File: src/rtl/ldq_ret_ctrl_if.sv
// Handshake bundle between the dispatch/ROB side and the load-ID retirement
// controller. master drives requests and flushes; slave is the controller.
interface ldq_ret_ctrl_if #(
  parameter int ID_WIDTH = 5
);
  logic                i_csr_trap_flush;
  logic                i_exu_ls_flush;
  logic                i_exu_mis_flush;
  logic                i_rob_mis_ld_vld;
  logic [ID_WIDTH-1:0] i_rob_mis_ld_id;
  logic [3:0]          i_alloc_fire;
  logic [3:0]          i_cmt_vld;
  logic [ID_WIDTH-1:0] i_cmt_id_0;
  logic [ID_WIDTH-1:0] i_cmt_id_1;
  logic [ID_WIDTH-1:0] i_cmt_id_2;
  logic [ID_WIDTH-1:0] i_cmt_id_3;
  logic [3:0]          o_ret_vld;
  logic [ID_WIDTH-1:0] o_ret_id;
  logic [ID_WIDTH:0]   o_ldq_cnt;
  logic                o_ldq_err;

  modport master (
    output i_csr_trap_flush, i_exu_ls_flush, i_exu_mis_flush,
    output i_rob_mis_ld_vld, i_rob_mis_ld_id, i_alloc_fire, i_cmt_vld,
    output i_cmt_id_0, i_cmt_id_1, i_cmt_id_2, i_cmt_id_3,
    input  o_ret_vld, o_ret_id, o_ldq_cnt, o_ldq_err
  );

  modport slave (
    input  i_csr_trap_flush, i_exu_ls_flush, i_exu_mis_flush,
    input  i_rob_mis_ld_vld, i_rob_mis_ld_id, i_alloc_fire, i_cmt_vld,
    input  i_cmt_id_0, i_cmt_id_1, i_cmt_id_2, i_cmt_id_3,
    output o_ret_vld, o_ret_id, o_ldq_cnt, o_ldq_err
  );
endinterface

File: src/rtl/ldq_ret_ctrl.sv
// Load-buffer ID retirement controller. Tracks allocated/committed load IDs
// and frees them in allocation order, up to four per cycle.
// Optional macro LDQ_RET_OUT_REG_EN adds an output register on o_ret_vld /
// o_ret_id (one cycle of extra latency); undefined gives combinational outputs.
module ldq_ret_ctrl #(
  parameter int LBUFF_DEPTH = 32,
  parameter int ID_WIDTH    = 5
) (
  input  logic        clk,
  input  logic        rst,
  ldq_ret_ctrl_if.slave bus
);
  typedef logic [ID_WIDTH-1:0] id_t;
  typedef logic [ID_WIDTH:0]   cnt_t;

  logic [LBUFF_DEPTH-1:0] alloc_reg, alloc_next;
  logic [LBUFF_DEPTH-1:0] cmt_reg, cmt_next;
  id_t                    head_reg, head_next;
  id_t                    tail_reg, tail_next;
  cnt_t                   cnt_reg, cnt_next;
  logic                   err_reg, err_next;

  logic                   trap;
  logic                   pf;
  logic [3:0]             hit;
  logic [3:0]             therm;
  logic [2:0]             k;
  logic [2:0]             n;
  logic [ID_WIDTH+1:0]    alloc_sum;
  logic                   alloc_over;
  id_t                    mis_off;
  cnt_t                   pf_eff;
  logic [LBUFF_DEPTH-1:0] flush_mask;
  logic [3:0]             ret_vld_comb;
  id_t                    cmt_id [4];

  assign cmt_id[0] = bus.i_cmt_id_0;
  assign cmt_id[1] = bus.i_cmt_id_1;
  assign cmt_id[2] = bus.i_cmt_id_2;
  assign cmt_id[3] = bus.i_cmt_id_3;

  assign trap = bus.i_csr_trap_flush;
  assign pf   = (bus.i_exu_ls_flush | bus.i_exu_mis_flush) & bus.i_rob_mis_ld_vld;

  genvar gi;

  // A head-relative slot is retirable when committed and actually occupied.
  for (gi = 0; gi < 4; gi++) begin : g_hit
    assign hit[gi] = cmt_reg[head_reg + id_t'(gi)] & (cnt_reg > cnt_t'(gi));
  end

  // Retirement stops at the first uncommitted slot, so only a prefix counts.
  assign therm[0] = hit[0];
  for (gi = 1; gi < 4; gi++) begin : g_therm
    assign therm[gi] = therm[gi-1] & hit[gi];
  end

  assign k = 3'(therm[0]) + 3'(therm[1]) + 3'(therm[2]) + 3'(therm[3]);
  assign n = 3'(bus.i_alloc_fire[0]) + 3'(bus.i_alloc_fire[1]) +
             3'(bus.i_alloc_fire[2]) + 3'(bus.i_alloc_fire[3]);

  assign alloc_sum  = (ID_WIDTH+2)'(cnt_reg) + (ID_WIDTH+2)'(n) - (ID_WIDTH+2)'(k);
  assign alloc_over = alloc_sum > (ID_WIDTH+2)'(LBUFF_DEPTH);

  assign mis_off = bus.i_rob_mis_ld_id - head_reg;

  // Flush point as an occupancy offset; clamped so already-retiring entries
  // survive and a point beyond the tail flushes nothing.
  always_comb begin
    pf_eff = {1'b0, mis_off};
    if (pf_eff < cnt_t'(k)) begin
      pf_eff = cnt_t'(k);
    end
    if (pf_eff > cnt_reg) begin
      pf_eff = cnt_reg;
    end
  end

  // Every ID at or beyond the flush offset (relative to head) is squashed.
  for (gi = 0; gi < LBUFF_DEPTH; gi++) begin : g_flush
    id_t off;
    assign off            = id_t'(gi) - head_reg;
    assign flush_mask[gi] = ({1'b0, off} >= pf_eff);
  end

  assign ret_vld_comb = trap ? 4'b0000 : therm;

  // Next-state: commit, retire, allocate, partial flush, then trap override.
  always_comb begin
    alloc_next = alloc_reg;
    cmt_next   = cmt_reg;
    head_next  = head_reg;
    tail_next  = tail_reg;
    cnt_next   = cnt_reg;
    err_next   = err_reg;

    // Commits only land on allocated IDs; anything else is a protocol error.
    for (int l = 0; l < 4; l++) begin
      if (bus.i_cmt_vld[l]) begin
        if (alloc_reg[cmt_id[l]]) begin
          cmt_next[cmt_id[l]] = 1'b1;
        end else begin
          err_next = 1'b1;
        end
      end
    end

    // Retire clears before allocate so a full queue can reuse freed slots.
    for (int j = 0; j < 4; j++) begin
      if (therm[j]) begin
        alloc_next[head_reg + id_t'(j)] = 1'b0;
        cmt_next[head_reg + id_t'(j)]   = 1'b0;
      end
    end
    head_next = head_reg + id_t'(k);
    cnt_next  = cnt_reg - cnt_t'(k);

    if (pf) begin
      alloc_next = alloc_next & ~flush_mask;
      cmt_next   = cmt_next & ~flush_mask;
      tail_next  = head_reg + pf_eff[ID_WIDTH-1:0];
      cnt_next   = pf_eff - cnt_t'(k);
    end else if (n != 3'd0) begin
      if (alloc_over) begin
        err_next = 1'b1;
      end else begin
        for (int j = 0; j < 4; j++) begin
          if (3'(j) < n) begin
            alloc_next[tail_reg + id_t'(j)] = 1'b1;
            cmt_next[tail_reg + id_t'(j)]   = 1'b0;
          end
        end
        tail_next = tail_reg + id_t'(n);
        cnt_next  = alloc_sum[ID_WIDTH:0];
      end
    end

    if (trap) begin
      alloc_next = '0;
      cmt_next   = '0;
      head_next  = '0;
      tail_next  = '0;
      cnt_next   = '0;
      err_next   = err_reg;
    end
  end

  // State registers.
  always_ff @(posedge clk) begin
    if (rst) begin
      alloc_reg <= '0;
      cmt_reg   <= '0;
      head_reg  <= '0;
      tail_reg  <= '0;
      cnt_reg   <= '0;
      err_reg   <= 1'b0;
    end else begin
      alloc_reg <= alloc_next;
      cmt_reg   <= cmt_next;
      head_reg  <= head_next;
      tail_reg  <= tail_next;
      cnt_reg   <= cnt_next;
      err_reg   <= err_next;
    end
  end

  assign bus.o_ldq_cnt = cnt_reg;
  assign bus.o_ldq_err = err_reg;

`ifdef LDQ_RET_OUT_REG_EN
  logic [3:0] ret_vld_reg;
  id_t        ret_id_reg;

  // Delayed copy of the retire outputs; trap and reset zero it immediately.
  always_ff @(posedge clk) begin
    if (rst || trap) begin
      ret_vld_reg <= 4'b0000;
      ret_id_reg  <= '0;
    end else begin
      ret_vld_reg <= ret_vld_comb;
      ret_id_reg  <= head_reg;
    end
  end

  assign bus.o_ret_vld = ret_vld_reg;
  assign bus.o_ret_id  = ret_id_reg;
`else
  assign bus.o_ret_vld = ret_vld_comb;
  assign bus.o_ret_id  = head_reg;
`endif
endmodule

File: src/flat_wrapper.sv
// flat-port wrapper written by rule: the top's interface ports become plain ports
module ldq_ret_ctrl_flat 
#(
  parameter int LBUFF_DEPTH = 32,
  parameter int ID_WIDTH    = 5
)
  (clk, rst, bus_i_csr_trap_flush, bus_i_exu_ls_flush, bus_i_exu_mis_flush, bus_i_rob_mis_ld_vld, bus_i_rob_mis_ld_id, bus_i_alloc_fire, bus_i_cmt_vld, bus_i_cmt_id_0, bus_i_cmt_id_1, bus_i_cmt_id_2, bus_i_cmt_id_3, bus_o_ret_vld, bus_o_ret_id, bus_o_ldq_cnt, bus_o_ldq_err);
  ldq_ret_ctrl_if #(.ID_WIDTH(ID_WIDTH)) bus_i ();
  input  logic clk;
  input  logic rst;
  input wire logic [$bits(bus_i.i_csr_trap_flush)-1:0] bus_i_csr_trap_flush;
  input wire logic [$bits(bus_i.i_exu_ls_flush)-1:0] bus_i_exu_ls_flush;
  input wire logic [$bits(bus_i.i_exu_mis_flush)-1:0] bus_i_exu_mis_flush;
  input wire logic [$bits(bus_i.i_rob_mis_ld_vld)-1:0] bus_i_rob_mis_ld_vld;
  input wire logic [$bits(bus_i.i_rob_mis_ld_id)-1:0] bus_i_rob_mis_ld_id;
  input wire logic [$bits(bus_i.i_alloc_fire)-1:0] bus_i_alloc_fire;
  input wire logic [$bits(bus_i.i_cmt_vld)-1:0] bus_i_cmt_vld;
  input wire logic [$bits(bus_i.i_cmt_id_0)-1:0] bus_i_cmt_id_0;
  input wire logic [$bits(bus_i.i_cmt_id_1)-1:0] bus_i_cmt_id_1;
  input wire logic [$bits(bus_i.i_cmt_id_2)-1:0] bus_i_cmt_id_2;
  input wire logic [$bits(bus_i.i_cmt_id_3)-1:0] bus_i_cmt_id_3;
  output wire logic [$bits(bus_i.o_ret_vld)-1:0] bus_o_ret_vld;
  output wire logic [$bits(bus_i.o_ret_id)-1:0] bus_o_ret_id;
  output wire logic [$bits(bus_i.o_ldq_cnt)-1:0] bus_o_ldq_cnt;
  output wire logic [$bits(bus_i.o_ldq_err)-1:0] bus_o_ldq_err;
  assign bus_i.i_csr_trap_flush = bus_i_csr_trap_flush;
  assign bus_i.i_exu_ls_flush = bus_i_exu_ls_flush;
  assign bus_i.i_exu_mis_flush = bus_i_exu_mis_flush;
  assign bus_i.i_rob_mis_ld_vld = bus_i_rob_mis_ld_vld;
  assign bus_i.i_rob_mis_ld_id = bus_i_rob_mis_ld_id;
  assign bus_i.i_alloc_fire = bus_i_alloc_fire;
  assign bus_i.i_cmt_vld = bus_i_cmt_vld;
  assign bus_i.i_cmt_id_0 = bus_i_cmt_id_0;
  assign bus_i.i_cmt_id_1 = bus_i_cmt_id_1;
  assign bus_i.i_cmt_id_2 = bus_i_cmt_id_2;
  assign bus_i.i_cmt_id_3 = bus_i_cmt_id_3;
  assign bus_o_ret_vld = bus_i.o_ret_vld;
  assign bus_o_ret_id = bus_i.o_ret_id;
  assign bus_o_ldq_cnt = bus_i.o_ldq_cnt;
  assign bus_o_ldq_err = bus_i.o_ldq_err;
  ldq_ret_ctrl #(.LBUFF_DEPTH(LBUFF_DEPTH), .ID_WIDTH(ID_WIDTH)) u_core (.clk(clk), .rst(rst), .bus(bus_i));
endmodule
File: config.mk
export PLATFORM = sky130hd
export DESIGN_NAME = ldq_ret_ctrl_flat
export DESIGN_NICKNAME = d
export VERILOG_FILES = /design/src/rtl/ldq_ret_ctrl_if.sv /design/src/rtl/ldq_ret_ctrl.sv /design/src/flat_wrapper.sv
export SDC_FILE = /design/constraint.sdc
export NUM_CORES = 1
export LEC_CHECK = 0
export CAP_MARGIN = 15
export CORE_MARGIN = 4
export CORE_UTILIZATION = 35
export CTS_BUF_LIST = sky130_fd_sc_hd__clkbuf_16
export CTS_CLUSTER_SIZE = 10
export DETAILED_ROUTE_END_ITERATION = 7
export GPL_TIMING_DRIVEN = 0
export PLACE_DENSITY = 0.48
export SYNTH_ARGS = -nofsm -noshare
export SYNTH_HDL_FRONTEND = slang
export SYNTH_SLANG_ARGS = --single-unit
export TNS_END_PERCENT = 5
File: constraint.sdc
create_clock -name clk -period 12.05 [get_ports clk]
set_clock_uncertainty 0.05 [all_clocks]
set_input_delay 3.615 -clock clk [delete_from_list [all_inputs] [get_ports clk]]
set_output_delay 3.615 -clock clk [all_outputs]
set_load 0.1 [all_outputs]
==> results of run 1 <==
==> cell families (layout without fill, tap and decap cells) <==
group	after synthesis	after routing	synth area share (%)
buffers and inverters	189	271	6.520
and+or+nand+nor	529	529	21.90
muxes	102	102	13.36
AOI/OAI and AO/OA	503	503	27.26
xor gates and xnor gates	58	58	4.058
DFF	81	81	12.76
adders and majority gates	137	137	14.14
==> worst paths after layout <==
kind / startpoint / end / slack, ps
setup / recovery: u_core.bus.o_ret_id[0] / u_core.cmt_reg[16] / 580
hold / removal: u_core.bus.o_ldq_err / u_core.bus.o_ldq_err / 460
setup reg to reg: u_core.bus.o_ret_id[0] / u_core.cmt_reg[16] / 580
hold reg to reg: u_core.bus.o_ldq_err / u_core.bus.o_ldq_err / 460
==> metrics by stage <==
| stage | setup WS (ps) | power (mW) | utilization [%] |
|---|---|---|---|
| floorplan | 1153 | 1.017 | - |
| global placement | -2010 | 1.370 | 38.76 |
| detailed placement | -682.6 | 1.407 | 39.00 |
| CTS | 163.6 | 1.735 | 40.05 |
| global route | 91.40 | 1.877 | 40.20 |
| finish | 577.3 | 1.767 | 40.20 |
==> worst register-to-register path: cells and delay by family, from the launching register on <==
family	cells	cell delay, ps
compound gates	11	3130
fa+ha+maj	6	2310
buf+inv	10	2320
flops	1	590
mux	4	1310
simple gates	8	1670
==> power breakdown <==
part | total [mW] | switching [mW] | internal, mW
Sequential | 0.307 | 0.0270 | 0.280
Combinational | 1.14 | 0.747 | 0.394
Clock | 0.320 | 0.134 | 0.186
Total | 1.77 | 0.908 | 0.859
==> area by class of cell <==
type / instances / area [sq um]
plain buffers: 93 / 467.9
clock buffers: 9 / 225.2
multi-input cells: 1329 / 10320
flip-flops and latches: 81 / 1625
clock inverters: 7 / 106.4
repair buffers: 66 / 646.9
inverters: 96 / 360.3
well taps: 461 / 576.8
fillers: 3757 / 21320
==> layer usage <==
metal	GRT usage, %	share of wire (%)	vias to the layer above
li1	-	-	6251
met5	0	0	-
met4	12.49	4.9	0
met2	50.06	44	786
met3	5.335	8.2	128
met1	44.11	43	6865
==> cell usage after synthesis, types with 17 or more instances <==
cell	number
clkbuf_1	47
o21ai_0	72
xnor2_1	44
o22ai_1	59
a21o_1	29
nor3_1	35
and3_1	32
nand2b_1	19
buf_2	22
nand3b_1	17
mux4_2	43
a221oi_1	40
a21oi_1	122
mux2i_1	45
ha_1	126
nand3_1	26
inv_1	93
nand2_1	141
dfxtp_1	81
nor2_1	116
==> timing repair <==
item                                    CTS  global route
pin swaps                                 0             2
endpoints found under the setup margin   50            56
setup buffers                             0             5
resized for setup                         9             2
hold buffers                              0             0
==> results.toml, run 1 <==
[setup_path]
cpLargestDelayFamily = "compound AO/OA/AOI/OAI gates"
worstPathBufferInverterCount = 10
critPathKind = "reg -> reg"
cp_max_fo = 12
required_ps = 12270
cp.arrival_ps = 11700
cp.depth = 39
crit_slowest_cell = "a221oi_1"
slowest_delay_ps = 910
start_kind = "flop"
ff2ff_path_depth = 39
critPathCaptureType = "flop"

[synthesis]
yosysWarnings = 0
ys_seq_area_share_pct = 12.76
yosys.area.top_type = "dfxtp_1"
yosys.area.top_type_share_pct = 12.76
ys.flop_type = "dfxtp_1"
syn_nets = 1775
synth_edf_count = 0
syn_inst = 1599
synth.cell_area_sq_mm = 0.01270
synthDistinctLibCells = 99
async_flop_share_pct = 0
syn_area_per_cell_sq_um = 7.945
yosys-top-cells-area = "dfxtp_1 (13%), ha_1 (12%), mux4_2 (7.6%), a21oi_1 (4.8%), nand2_1 (4.2%)"
synth_seq_cells = 81

[clocking]
numCtsBuffers = 9
cts_tree = "done"
root_buffer = "clkbuf_16"
insertion_delay_ps = 360
clock_path_buffers = 2
cts_num_sinks = 81
cts_htree_levels = 3
path_clk_slew_ps = 70

[drt]
vias_per_cell = 6.550
drt_iter0_markers = 1785
drc = 0
vias = 14030
routed_wl_mm = 64.73
wl_per_cell_microns = 30.22
ant_nets = 0
first_pass_iters = 5

[placement]
gp_congestion = 1.031
dp_hpwl_mm = 52.76
io_buffers = 54
dp_cells = 2121
dpl-instance-area_sq_mm = 0.01391

[global_routing]
grt_pass1_vias = 13140
grt_start_max_net_pins = 28
grt_usage_pct = 31.96
grt_pass1_wl_mm = 93.22
grt_overflow = 0
antenna_found_initial = 0

[sta]
max_clock_freq_mhz = 87.16
tightest_slew_ps = 1094
max-slew-margin-rel_pct = 26.28
finalSetupViolCount = 0
setup_tns_ps = 0
post-route-period-util_pct = 95.21
finalHoldViolCount = 0
slew_violations = 0
hold-worst-slack_ps = 455.6
rsz0062_at_grt = "no"
min_period_ps = 11470

[floorplan]
die_height_microns = 198.5
die_x_microns = 198.5
io_pins = 55
row_count = 69
dieArea_sq_mm = 0.03941
start_util_pct = 35.63
core-area_sq_mm = 0.03566

[pwr]
power-per-cell-area_mw_per_mm2 = 123.3
ir_worst_vdd_v = 0.0001210
leakage_nw = 5.307

[run]
drv_cap = 0

[layout]
n_antenna_cell = 0
layout.nets = 1852
final_cell_mix = "nand2_1 (141), ha_1 (126), a21oi_1 (122)"
final_common_cell = "nand2_1"
drive_gt1_share_pct = 10.47
design_area_sq_mm = 0.01433
fin_cells = 2142
area_growth_pct = 12.82

[outcome]
status = "finished, final reports clean"

[worst_hold_path]
worstHoldPathType = "reg -> reg"
holdPathStages = 2
(Power assumes the default switching activity.)
==> inputs of run 2 (changes only) <==
- CTS_BUF_LIST: sky130_fd_sc_hd__clkbuf_16 -> sky130_fd_sc_hd__clkbuf_8 sky130_fd_sc_hd__clkbuf_16
==> results of run 2 <==
Same layout as run 1: the final DEF is identical, and so are final timing and power.
